[config.mk]
export PLATFORM = sky130hd
export DESIGN_NAME = ram_array
export DESIGN_NICKNAME = d
export VERILOG_FILES = /design/src/rtl/ram_array.sv
export SDC_FILE = /design/constraint.sdc
export NUM_CORES = 1
export LEC_CHECK = 0
export ABC_CLOCK_PERIOD_IN_PS = 6980
export CAP_MARGIN = 20
export CORE_MARGIN = 1.5
export CORE_UTILIZATION = 50
export CTS_CLUSTER_DIAMETER = 100
export DETAILED_ROUTE_END_ITERATION = 8
export PLACE_DENSITY = 0.69
export SKIP_CTS_REPAIR_TIMING = 1
export SYNTH_ARGS = -nofsm -noshare
export SYNTH_HDL_FRONTEND = slang
export SYNTH_SLANG_ARGS = --single-unit
[constraint.sdc]
create_clock -name clk -period 6.98 [get_ports clk]
set_input_delay 1.396 -clock clk [delete_from_list [all_inputs] [get_ports clk]]
set_output_delay 1.396 -clock clk [all_outputs]
set_load 0.02 [all_outputs]
[src/rtl/ram_array.sv]
// Word-addressable register-array memory: port A read/write, port B read-only.
// Async reset, single-cycle bulk clear, optional write-through bypass on reads.
module ram_array #(
  parameter int WIDTH  = 16,
  parameter int ADDR_W = 3,
  parameter int BYPASS = 0
) (
  input  logic              clk,
  input  logic              rst,
  input  logic              load,
  input  logic              clear,
  input  logic [ADDR_W-1:0] address,
  input  logic [WIDTH-1:0]  in,
  input  logic [ADDR_W-1:0] address_b,
  output logic [WIDTH-1:0]  out,
  output logic [WIDTH-1:0]  out_b
);

  localparam int DEPTH = 2 ** ADDR_W;

  logic [WIDTH-1:0] mem       [DEPTH];
  logic [WIDTH-1:0] next_word [DEPTH];
  logic             write_active;
  logic [WIDTH-1:0] rd_a;
  logic [WIDTH-1:0] rd_b;

  // Clear wins over load; reset also suppresses any pending write.
  assign write_active = load & ~clear & ~rst;

  for (genvar g = 0; g < DEPTH; g++) begin : g_word
    always_comb begin
      next_word[g] = mem[g];
      if (clear) begin
        next_word[g] = '0;
      end else if (load && (address == ADDR_W'(g))) begin
        next_word[g] = in;
      end
    end

    always_ff @(posedge clk or posedge rst) begin
      if (rst) begin
        mem[g] <= '0;
      end else begin
        mem[g] <= next_word[g];
      end
    end
  end

  assign rd_a = mem[address];
  assign rd_b = mem[address_b];

  // With bypass, a word being written is visible on the read ports in the same cycle.
  always_comb begin
    out   = rd_a;
    out_b = rd_b;
    if (BYPASS != 0 && write_active) begin
      out = in;
      if (address_b == address) begin
        out_b = in;
      end
    end
  end

endmodule

==> results summary, run 1 <==
The run finished with clean final reports. The I/O pin total is 58. In the layout the commonest cells are sky130_fd_sc_hd__nand2_1 (256), sky130_fd_sc_hd__a21oi_1 (128), sky130_fd_sc_hd__dfrtp_1 (128). The detailed-route via count came out at 5745. The number of placement rows came out at 43. The number of setup violations in the final report is 0. The half-perimeter wire length of the detailed placement result is 12020 um. The final estimated routing congestion in global placement is 0.8088. The required time of the worst setup path is 5580 ps. The first global-routing pass estimated 32020 um of wire. The final number of hold-violating endpoints is 0.

The final-report max-slew violation count was 0. The path with the worst hold slack has its endpoint at mem[69]. Including well taps, the total number of placed cells is 875.

The critical path is of the input pin to primary output type. Each instance of the synthesized netlist takes up on average 10.34 um2. The CTS sink count is 128. After routing, the total negative slack on setup checks comes to 0 ps. The largest registers in the layout are mem x128. The sequential cell area came out at 3203 um2. The die width is 123.7 um.

Summed over all instances, the cell type with the most area after synthesis is sky130_fd_sc_hd__dfrtp_1. Summed over all nets, the switching power comes to 464.1 uW. The endpoint arrival time on the critical path came out at 3870 ps.

The share of total power dissipated in the clock network is 49.8%. The initial antenna violation count is 0. The overall track demand over capacity in global routing is 28.85%. The maximum buffer depth of the clock tree came out at 2. The internal reg-to-reg setup slack is 6230 ps. The share of post-route cells with drive strength above 1 came out at 18.11%. The register with the most flip-flops in the layout has 128 of them. Subtracting the final worst setup slack from the clock period gives 5266 ps.

The number of buffers added on ports came out at 57. The largest driver fanout on the critical path came out at 34. The number of library cell types mapped by synthesis is 24. The total length of routed wires came out at 20500 um. The relative slew slack came out at 23.31%.

Net switching is 24.44% of the power. The die height came out at 123.7 um. For the final database, setup skew stands at 0 ps. The number of H-tree branching levels is 4.

The number of global-route vias before repair came out at 5753. Once the floorplan was initialized, standard cells occupied 51.91% of the core. The worst setup path is captured at a primary output.

The area growth from synthesis to final layout came out at 15.72%. Walking the worst path, the cells encountered are buf_2, buf_4, mux4_1, mux2_2, clkdlybuf4s50_1. The portion of total power attributed to sequential cells is 40.5%. On the worst path, the slowest cell contributes a delay of 620 ps. Of the post-synthesis cell area, the dominant cell type holds 43.94%.

The largest vdd supply drop came out at 0.1799 mV. The number of maximum-capacitance violations is 0. The layout net count came out at 742. Setup repair after global routing left no endpoint under its margin. The worst hold path was traced through 2 stages.

Leaving out fill and tap cells, the most frequent cell in the layout is sky130_fd_sc_hd__nand2_1. The mean number of vias per cell came out at 6.320. After clock tree synthesis, the clock-pin slew on the worst setup and hold paths is 60 ps.

The maximum clock frequency is 0.1899 GHz. The library cell used as clock root buffer is sky130_fd_sc_hd__clkbuf_16. The clock latency on the worst-skew pair came out at 420 ps. The number of cells traversed by the worst register-to-register path came out at 2. The part of the cycle the worst path needs came out at 75.45%. The number of violations reported at the end of detailed-routing iteration 0 is 585. The power per cell area is 225.1 nW/um2. Entering global routing, the biggest net connects 104 pins.

After floorplanning, the core was sized to cover 14040 um2. The area of the die is 15310 um2. The startpoint type of the worst setup path is an input pin. The synthesized cell area is 7289 um2. The terminus of the critical flop-to-flop path is mem[80]. Counting flops per register, the top entry is mem. The worst hold path begins at mem[69]. The slew of the pin with the lowest slew margin is 1144 ps. After synthesis, flip-flops and latches occupy 43.94% of the total area.

The number of antenna repair diodes came out at 0. The internal power component came out at 1.434 mW. Per report_power, the combinational group accounts for 9.7% of the total. The classification of the worst-slack hold path is flip-flop to flip-flop. The total of flip-flops plus latches after synthesis came out at 128. The total area of multi-input combinational cells came out at 3684 um2.

The Yosys step of the flow raised 0 warnings. The first-pass iteration count of the detailed router came out at 6. The number of routed nets with antenna violations is 0. The filler cell count is 1102. In the final routed layout, each cell accounts on average for 22.56 um. The non-filler instance count after layout came out at 909. For this run the aggregate overflow at the end of global routing stands at 0. The synthesized instance count is 705. The TritonCTS clock tree is built.

The slowest stage of the critical path is the sky130_fd_sc_hd__buf_2 cell. The leakage power summed over all cells is 3.483 nW. The number of nets handed over by synthesis was 731. The worst register-to-register path begins at mem[80]. The number of buffers created by CTS came out at 17. For this run, design rule violations remaining after detail routing come to 0. Sorting the synthesized cells by area gives the leading types as sky130_fd_sc_hd__dfrtp_1 (44%), sky130_fd_sc_hd__mux4_2 (13%), sky130_fd_sc_hd__nand2_1 (13%), sky130_fd_sc_hd__a21oi_1 (8.8%), sky130_fd_sc_hd__mux4_1 (7.6%).
worst max-delay path: cells and delay by family:
| kind | cells | cell delay, ps |
|---|---|---|
| buffers and inverters | 3 | 1570 |
| muxes | 2 | 880 |
per-layer routing:
metal / global-route usage (%) / vias up / wire [um] / part of all wire (%)
met4: 12.57 / 0 / 642 / 3.1
li1: - / 2497 / - / -
met1: 37.13 / 2913 / 8137 / 40
met5: 0 / - / 0 / 0
met2: 47.72 / 274 / 10270 / 50
met3: 5.723 / 61 / 1452 / 7.1
area by class of cell:
type | instances | area share (%)
repair buffers | 72 | 8.173
multi-input cells | 496 | 43.67
well taps | 180 | 2.670
clock buffers | 18 | 5.206
inverters | 1 | 0.07416
clock inverters | 14 | 2.240
flip-flops and latches | 128 | 37.97
power groups by stage:
stage / Sequential [mW] / Combinational (mW) / Clock (mW)
6_report: 0.769 / 0.183 / 0.946
5_1_grt: 0.770 / 0.197 / 0.988
4_1_cts: 0.769 / 0.181 / 0.951
3_5_place_dp: 0.782 / 0.181 / 0
3_3_place_gp: 0.781 / 0.177 / 0
2_1_floorplan: 0.777 / 0.129 / 0
how the worst max path moves through the flow:
| stage | startpoint | end | slack (ps) | cells after the start |
|---|---|---|---|---|
| after floorplan | rst | mem[0] | 2170 | 1 |
| after global placement | address[0] | out[1] | 1740 | 5 |
| after detailed placement | address[0] | out[2] | 1700 | 5 |
| after CTS | address[0] | out[2] | 1710 | 5 |
| after global routing | address_b[1] | out_b[11] | 1590 | 5 |
| final | address[0] | out[2] | 1710 | 5 |
cell families (layout without fill, tap and decap cells):
| logic type | count (synthesis) | after routing | share of synthesized area, % |
|---|---|---|---|
| buffers and inverters | 81 | 105 | 5.939 |
| muxes | 96 | 96 | 25.80 |
| DFF | 128 | 128 | 43.94 |
| and+or+nand+nor | 272 | 272 | 15.53 |
| AOI/OAI and AO/OA | 128 | 128 | 8.788 |
cells in the mapped netlist, drive strengths merged:
master and n:
nand2 256, or4b 1, buf 41, nor4b 1, inv 1, a21oi 128
or4bb 2, dfrtp 128, nand4bb 1, and4b 3, and4bb 1, mux4 64
nand4 1, clkbuf 39, nor4bb 2, and4 1, nand4b 3, mux2 32
through the flow:
| step | utilization [%] | cell area (um2) | hold WS [ps] | power (mW) | worst slack, ps |
|---|---|---|---|---|---|
| floorplan | - | 7289 | 507.7 | 0.9065 | 2171 |
| global placement | 55.32 | 7769 | 519.2 | 0.9572 | 1738 |
| detailed placement | 55.32 | 7769 | 525.5 | 0.9625 | 1695 |
| CTS | 59.80 | 8397 | 533.4 | 1.901 | 1706 |
| global route | 60.07 | 8436 | 558.5 | 1.955 | 1588 |
| finish | 60.07 | 8436 | 536.4 | 1.898 | 1714 |
No activity file was read; power rests on OpenSTA's default activity.
==> run 2: changes to the inputs <==
Settings changed: ABC_CLOCK_PERIOD_IN_PS 6980 to 4500, PLACE_DENSITY 0.69 to 0.72.
Clock period 6.98 ns to 4.5 ns, I/O delays scaled along.
==> results summary, run 2 (synthesis gave the netlist of run 1 again) <==
The maximum clock frequency is 0.2403 GHz. The kind of cell adding the most delay to the critical path was buffers and inverters (unchanged). The clock latency on the worst-skew pair came out at 420 ps (about the same).

The total chip power came out at 2.782 mW (was 1.898 mW). The leakage power summed over all cells was 3.485 nW (was 3.483 nW). The clock-pin transition on the worst setup and hold timing paths is 50 ps (was 60 ps). The non-filler instance count after layout came out at 912 (was 909). The first-pass GRT wire length is 32010 um (was 32020 um). The worst hold slack is 536.1 ps (was 536.4 ps). The number of antenna repair diodes is 0 (unchanged).

The post-layout worst setup margin came out at 338.2 ps (was 1714 ps). The final number of hold-violating endpoints is 0 (unchanged). The largest register by flop count is mem (unchanged). The number of maximum-capacitance violations was 0 (unchanged). The core region area came to 14040 um2 (unchanged).

The I/O pin total came out at 58 (unchanged). The number of stages on the worst setup path is 4 (was 5). The number of cells after detailed placement is 882 (was 875). The mean number of vias per cell is 6.241 (was 6.320).

The layout net count is 747 (was 742). The overall track demand over capacity in global routing is 28.57% (was 28.85%). The worst hold path cell count was 2 (unchanged). The area growth from synthesis to final layout came out at 15.52% (was 15.72%). The setup slack at placement is 377.2 ps (was 1695 ps).

The detailed-route via count came to 5692 (was 5745). The half-perimeter wire length of the detailed placement result came out at 12260 um (was 12020 um). The worst clock skew is 0 ps (unchanged). The part of the cycle the worst path needs came out at 92.48%. The largest driver fanout on the critical path came to 37 (was 34). The slew of the pin with the lowest slew margin came out at 1127 ps (was 1144 ps). The maximum buffer depth of the clock tree was 2 (unchanged). The endpoint arrival time on the critical path came out at 3260 ps (was 3870 ps).

The maximum cell stage delay along the critical path was 830 ps (was 620 ps). The required time of the worst setup path is 3600 ps (was 5580 ps). The category of the most critical setup path was input pin to primary output (unchanged). RSZ-0062 raised after global routing: no (unchanged).

CP cell instances: buf_2, mux4_1, mux2_2, clkdlybuf4s50_1 (was buf_2, buf_4, mux4_1, mux2_2, clkdlybuf4s50_1). The startpoint type of the worst setup path is an input pin (unchanged). The initial antenna violation count was 0 (unchanged). The buffer and inverter count on the worst path came out at 2 (was 3).

The CTS sink count is 128 (unchanged). The setup total negative slack came out at 0 ps (unchanged). The number of global-route vias before repair was 5825 (was 5753). The area of the die came out at 15310 um2 (unchanged). The final global-route overflow total is 0 (unchanged). The number of H-tree branching levels came to 4 (unchanged). The share of post-route cells with drive strength above 1 is 18.03% (was 18.11%). Leading cell types in the layout, fill and taps excluded: sky130_fd_sc_hd__nand2_1 (256), sky130_fd_sc_hd__a21oi_1 (128), sky130_fd_sc_hd__dfrtp_1 (128) (unchanged). The kind of capture point of the worst setup path was a primary output (unchanged).

The commonest non-fill, non-tap cell in the layout is sky130_fd_sc_hd__nand2_1 (unchanged). The relative slew slack is 24.86% (was 23.31%). The number of buffers created by CTS came out at 17 (unchanged). The clock period minus final worst setup slack is 4162 ps. The largest vdd supply drop is 0.2910 mV (was 0.1799 mV). The post-layout utilization of the core came out at 59.97% (was 60.07%). The post-route cell area is 8421 um2 (was 8436 um2). The final-report max-slew violation count is 0 (unchanged). The TritonCTS clock tree is built (unchanged). The total length of routed wires came out at 20520 um (was 20500 um). The area of placed instances is 7871 um2 (was 7769 um2). The classification of the worst-slack hold path was flip-flop to flip-flop (unchanged). Largest regs: mem x128 (unchanged).

The average wire length per cell after detail routing came out at 22.50 um (was 22.56 um). The DRC violations left came to 0 (unchanged). The cell type of the slowest stage on the worst timing path is sky130_fd_sc_hd__buf_2 (unchanged). The number of setup violations in the final report was 0 (unchanged). The power per cell area came out at 330.3 nW/um2 (was 225.1 nW/um2). The initial cell density of the core is 51.91% (unchanged). The number of buffers added on ports is 57 (unchanged).

The number of cells traversed by the worst register-to-register path came out at 2 (unchanged). The die height is 123.7 um (unchanged). Outcome: finished, final reports clean (unchanged). The pin count of the biggest net entering global routing came out at 95 (was 104).

The number of placement rows came out at 43 (unchanged). The final estimated routing congestion in global placement was 0.8666 (was 0.8088). The first-pass iteration count of the detailed router came out at 7 (was 6). The number of flip-flops in the largest register came out at 128 (unchanged). The library cell used as clock root buffer was sky130_fd_sc_hd__clkbuf_16 (unchanged). The number of routed nets with antenna violations came out at 0 (unchanged). The number of violations reported at the end of detailed-routing iteration 0 is 733 (was 585). The die width is 123.7 um (unchanged).
[run 2: where the power goes]
part           switching [mW]  internal, mW  total (mW)
registers              0.0186          1.18        1.19
clock network           0.490         0.808        1.30
logic                   0.174         0.116       0.290
[run 2: final cells by class]
class	instances	area (um2)
well taps	180	225.2
inverters	1	6.256
flip-flops and latches	128	3203
multi-input cells	496	3684
repair buffers	77	753.2
clock inverters	6	57.56
fillers	1104	5622
clock buffers	24	491.7
[run 2: path summary, 6_finish.rpt]
check                                start       end  slack, ps
worst max-delay path            address[0]    out[9]        340
worst min-delay path               mem[61]   mem[61]        540
worst max register to register     mem[67]   mem[67]       3770
worst min register to register     mem[61]   mem[61]        540
max in group asynchronous              rst  mem[104]       2700
min in group asynchronous              rst   mem[94]        980
[run 2: metal layers]
| metal | routed length (um) | vias to the layer above | share of wire [%] | global-route usage, % |
|---|---|---|---|---|
| li1 | - | 2502 | - | - |
| met2 | 10340 | 322 | 50 | 47.41 |
| met3 | 1873 | 58 | 9.1 | 6.868 |
| met5 | 0 | - | 0 | 0 |
| met1 | 7673 | 2810 | 37 | 35.85 |
| met4 | 630 | 0 | 3.1 | 12.43 |
[run 2: worst min-delay path: cells and delay by family (launching register included)]
family / cells / cell delay (ps)
AO/OA/AOI/OAI: 1 / 50
flip-flops: 1 / 380
AND/OR/NAND/NOR: 1 / 60
==> run 3: changes to the inputs <==
Settings changed: CORE_UTILIZATION 50 to 53, PLACE_DENSITY 0.72 to 0.76.
==> results summary, run 3 (synthesis gave the netlist of run 1 again) <==
The I/O pin total was 58 (unchanged). The number of flip-flops in the largest register is 128 (unchanged). The average wire length per cell after detail routing is 23.29 um (was 22.50 um). The number of maximum-capacitance violations came out at 0 (unchanged). The final estimated routing congestion in global placement is 0.8793 (was 0.8666).

Outcome: finished, final reports clean (unchanged). The library cell used as clock root buffer was sky130_fd_sc_hd__clkbuf_16 (unchanged). The commonest non-fill, non-tap cell in the layout was sky130_fd_sc_hd__nand2_1 (unchanged). The post-layout worst setup margin is 372.0 ps (was 338.2 ps). The startpoint of the lowest-slack register-to-register path is mem[101] (was mem[67]).

The pin count of the biggest net entering global routing came out at 98 (was 95). The area growth from synthesis to final layout is 15.55% (was 15.52%). The mean number of vias per cell is 6.456 (was 6.241). The clock period minus final worst setup slack is 4128 ps (was 4162 ps). The first-pass iteration count of the detailed router came to 6 (was 7). The area of the die is 14470 um2 (was 15310 um2). The category of the most critical setup path is input pin to primary output (unchanged). The half-perimeter wire length of the detailed placement result is 12600 um (was 12260 um). The die height was 120.3 um (was 123.7 um). The largest register by flop count is mem (unchanged). The power per cell area came out at 337.8 nW/um2 (was 330.3 nW/um2). Leading cell types in the layout, fill and taps excluded: sky130_fd_sc_hd__nand2_1 (256), sky130_fd_sc_hd__a21oi_1 (128), sky130_fd_sc_hd__dfrtp_1 (128) (unchanged). The largest driver fanout on the critical path is 33 (was 37). RSZ-0062 raised after global routing: no (unchanged). The number of setup violations in the final report is 0 (unchanged). The relative slew slack came out at 24.92% (was 24.86%). The leakage power summed over all cells is 3.491 nW (was 3.485 nW). The setup slack at placement came out at 393.5 ps (was 377.2 ps). The detailed-route via count is 5836 (was 5692). The internal reg-to-reg setup slack is 3650 ps (was 3770 ps).

The total length of routed wires is 21050 um (was 20520 um). The sequential cell area came out at 3203 um2 (unchanged). The number of placement rows was 42 (was 43). The clock latency on the worst-skew pair came out at 410 ps (was 420 ps). The filler cell count is 1040 (was 1104). The number of buffers created by CTS is 17 (unchanged). The maximum clock frequency is 0.2422 GHz (was 0.2403 GHz).

The initial antenna violation count came to 0 (unchanged). The part of the cycle the worst path needs came out at 91.73% (was 92.48%). The first-pass GRT wire length was 33260 um (was 32010 um).

The die width is 120.3 um (was 123.7 um). The share of post-route cells with drive strength above 1 came out at 17.86% (was 18.03%). The critical path startpoint was address[0] (unchanged).

The kind of capture point of the worst setup path is a primary output (unchanged). The TritonCTS clock tree is built (unchanged). The DRC violations left is 0 (unchanged). The number of buffers added on ports was 57 (unchanged). The endpoint arrival time on the critical path came out at 3230 ps (was 3260 ps).

Largest regs: mem x128 (unchanged). The slew of the pin with the lowest slew margin is 1120 ps (was 1127 ps). The worst clock skew came out at 0 ps (unchanged). The maximum buffer depth of the clock tree is 2 (unchanged).

The number of global-route vias before repair came out at 6180 (was 5825). The core region area is 13350 um2 (was 14040 um2). The terminus of the critical flop-to-flop path is mem[101] (was mem[67]). The final global-route overflow total came out at 0 (unchanged).

The number of violations reported at the end of detailed-routing iteration 0 is 739 (was 733). The number of antenna repair diodes is 0 (unchanged). The layout net count is 745 (was 747).

The CTS sink count came out at 128 (unchanged). The clock-pin transition on the worst setup and hold timing paths came out at 50 ps (about the same). The critical path endpoint was out[6] (was out[9]). The initial cell density of the core came out at 54.61% (was 51.91%). The startpoint type of the worst setup path is an input pin (unchanged). The number of cells traversed by the worst register-to-register path came out at 2 (unchanged).

The required time of the worst setup path is 3600 ps (about the same). The final-report max-slew violation count was 0 (unchanged). The classification of the worst-slack hold path is flip-flop to flip-flop (unchanged). The largest vdd supply drop was 0.2883 mV (was 0.2910 mV).

The setup total negative slack is 0 ps (unchanged). The final number of hold-violating endpoints came to 0 (unchanged). The number of routed nets with antenna violations came to 0 (unchanged). The number of H-tree branching levels came to 4 (unchanged). The overall track demand over capacity in global routing came to 30.62% (was 28.57%).

The total area of multi-input combinational cells was 3684 um2 (unchanged).
==> run 3: changes by cell type in the layout (fill, tap and decap cells not counted), sizes merged <==
| cell | delta |
|---|---|
| clkinvlp | -1 |
| buf | -2 |
| clkinv | +1 |
| bufinv | +2 |
| clkbuf | -4 |
==> run 3: how the worst min path moves through the flow <==
stage / start / end / slack [ps] / cells after the start
after global routing: mem[8] / mem[8] / 560 / 2
final: mem[71] / mem[71] / 540 / 2
after floorplan: mem[39] / mem[39] / 510 / 2
after global placement: mem[73] / mem[73] / 520 / 2
after CTS: mem[71] / mem[71] / 540 / 2
after detailed placement: mem[71] / mem[71] / 530 / 2
==> run 3: worst max-delay path, stage by stage <==
cell	delay (ps)
sky130_fd_sc_hd__buf_2	820
sky130_fd_sc_hd__mux4_2	640
sky130_fd_sc_hd__mux2_2	300
sky130_fd_sc_hd__clkdlybuf4s50_1	540
==> run 3: metrics by stage <==
stage               area [um2]  hold slack, ps  instances  util (%)  power (mW)
floorplan                 7289           507.7        705         -       1.406
global placement          7851           518.8        876     58.82       1.491
detailed placement        7851           531.7        876     58.82       1.501
CTS                       8423           538.8        904     63.10       2.843
global route              8423           561.0        904     63.10       2.925
finish                    8423           535.4        904     63.10       2.846
==> run 3: routing by layer <==
metal,GRT usage (%),vias up,wire length (um)
met5,0,-,0
met4,13.46,0,497
li1,-,2492,-
met3,7.453,46,1959
met1,38.47,2940,7633
met2,50.82,358,10960
==> run 3: area by class of cell <==
class                           count  area share, %
Clock buffer                       20          5.422
Tap cell                          176          2.614
Multi-Input combinational cell    496          43.73
Clock inverter                      8          1.367
Inverter                            1        0.07427
Timing Repair Buffer               75          8.764
Sequential cell                   128          38.03
==> run 3: power by group <==
| part | leakage, nW | switching (mW) | internal (mW) |
|---|---|---|---|
| clock | 0.287 | 0.479 | 0.882 |
| sequential | 1.77 | 0.0198 | 1.18 |
| combinational | 1.43 | 0.175 | 0.116 |
| total | 3.49 | 0.673 | 2.17 |
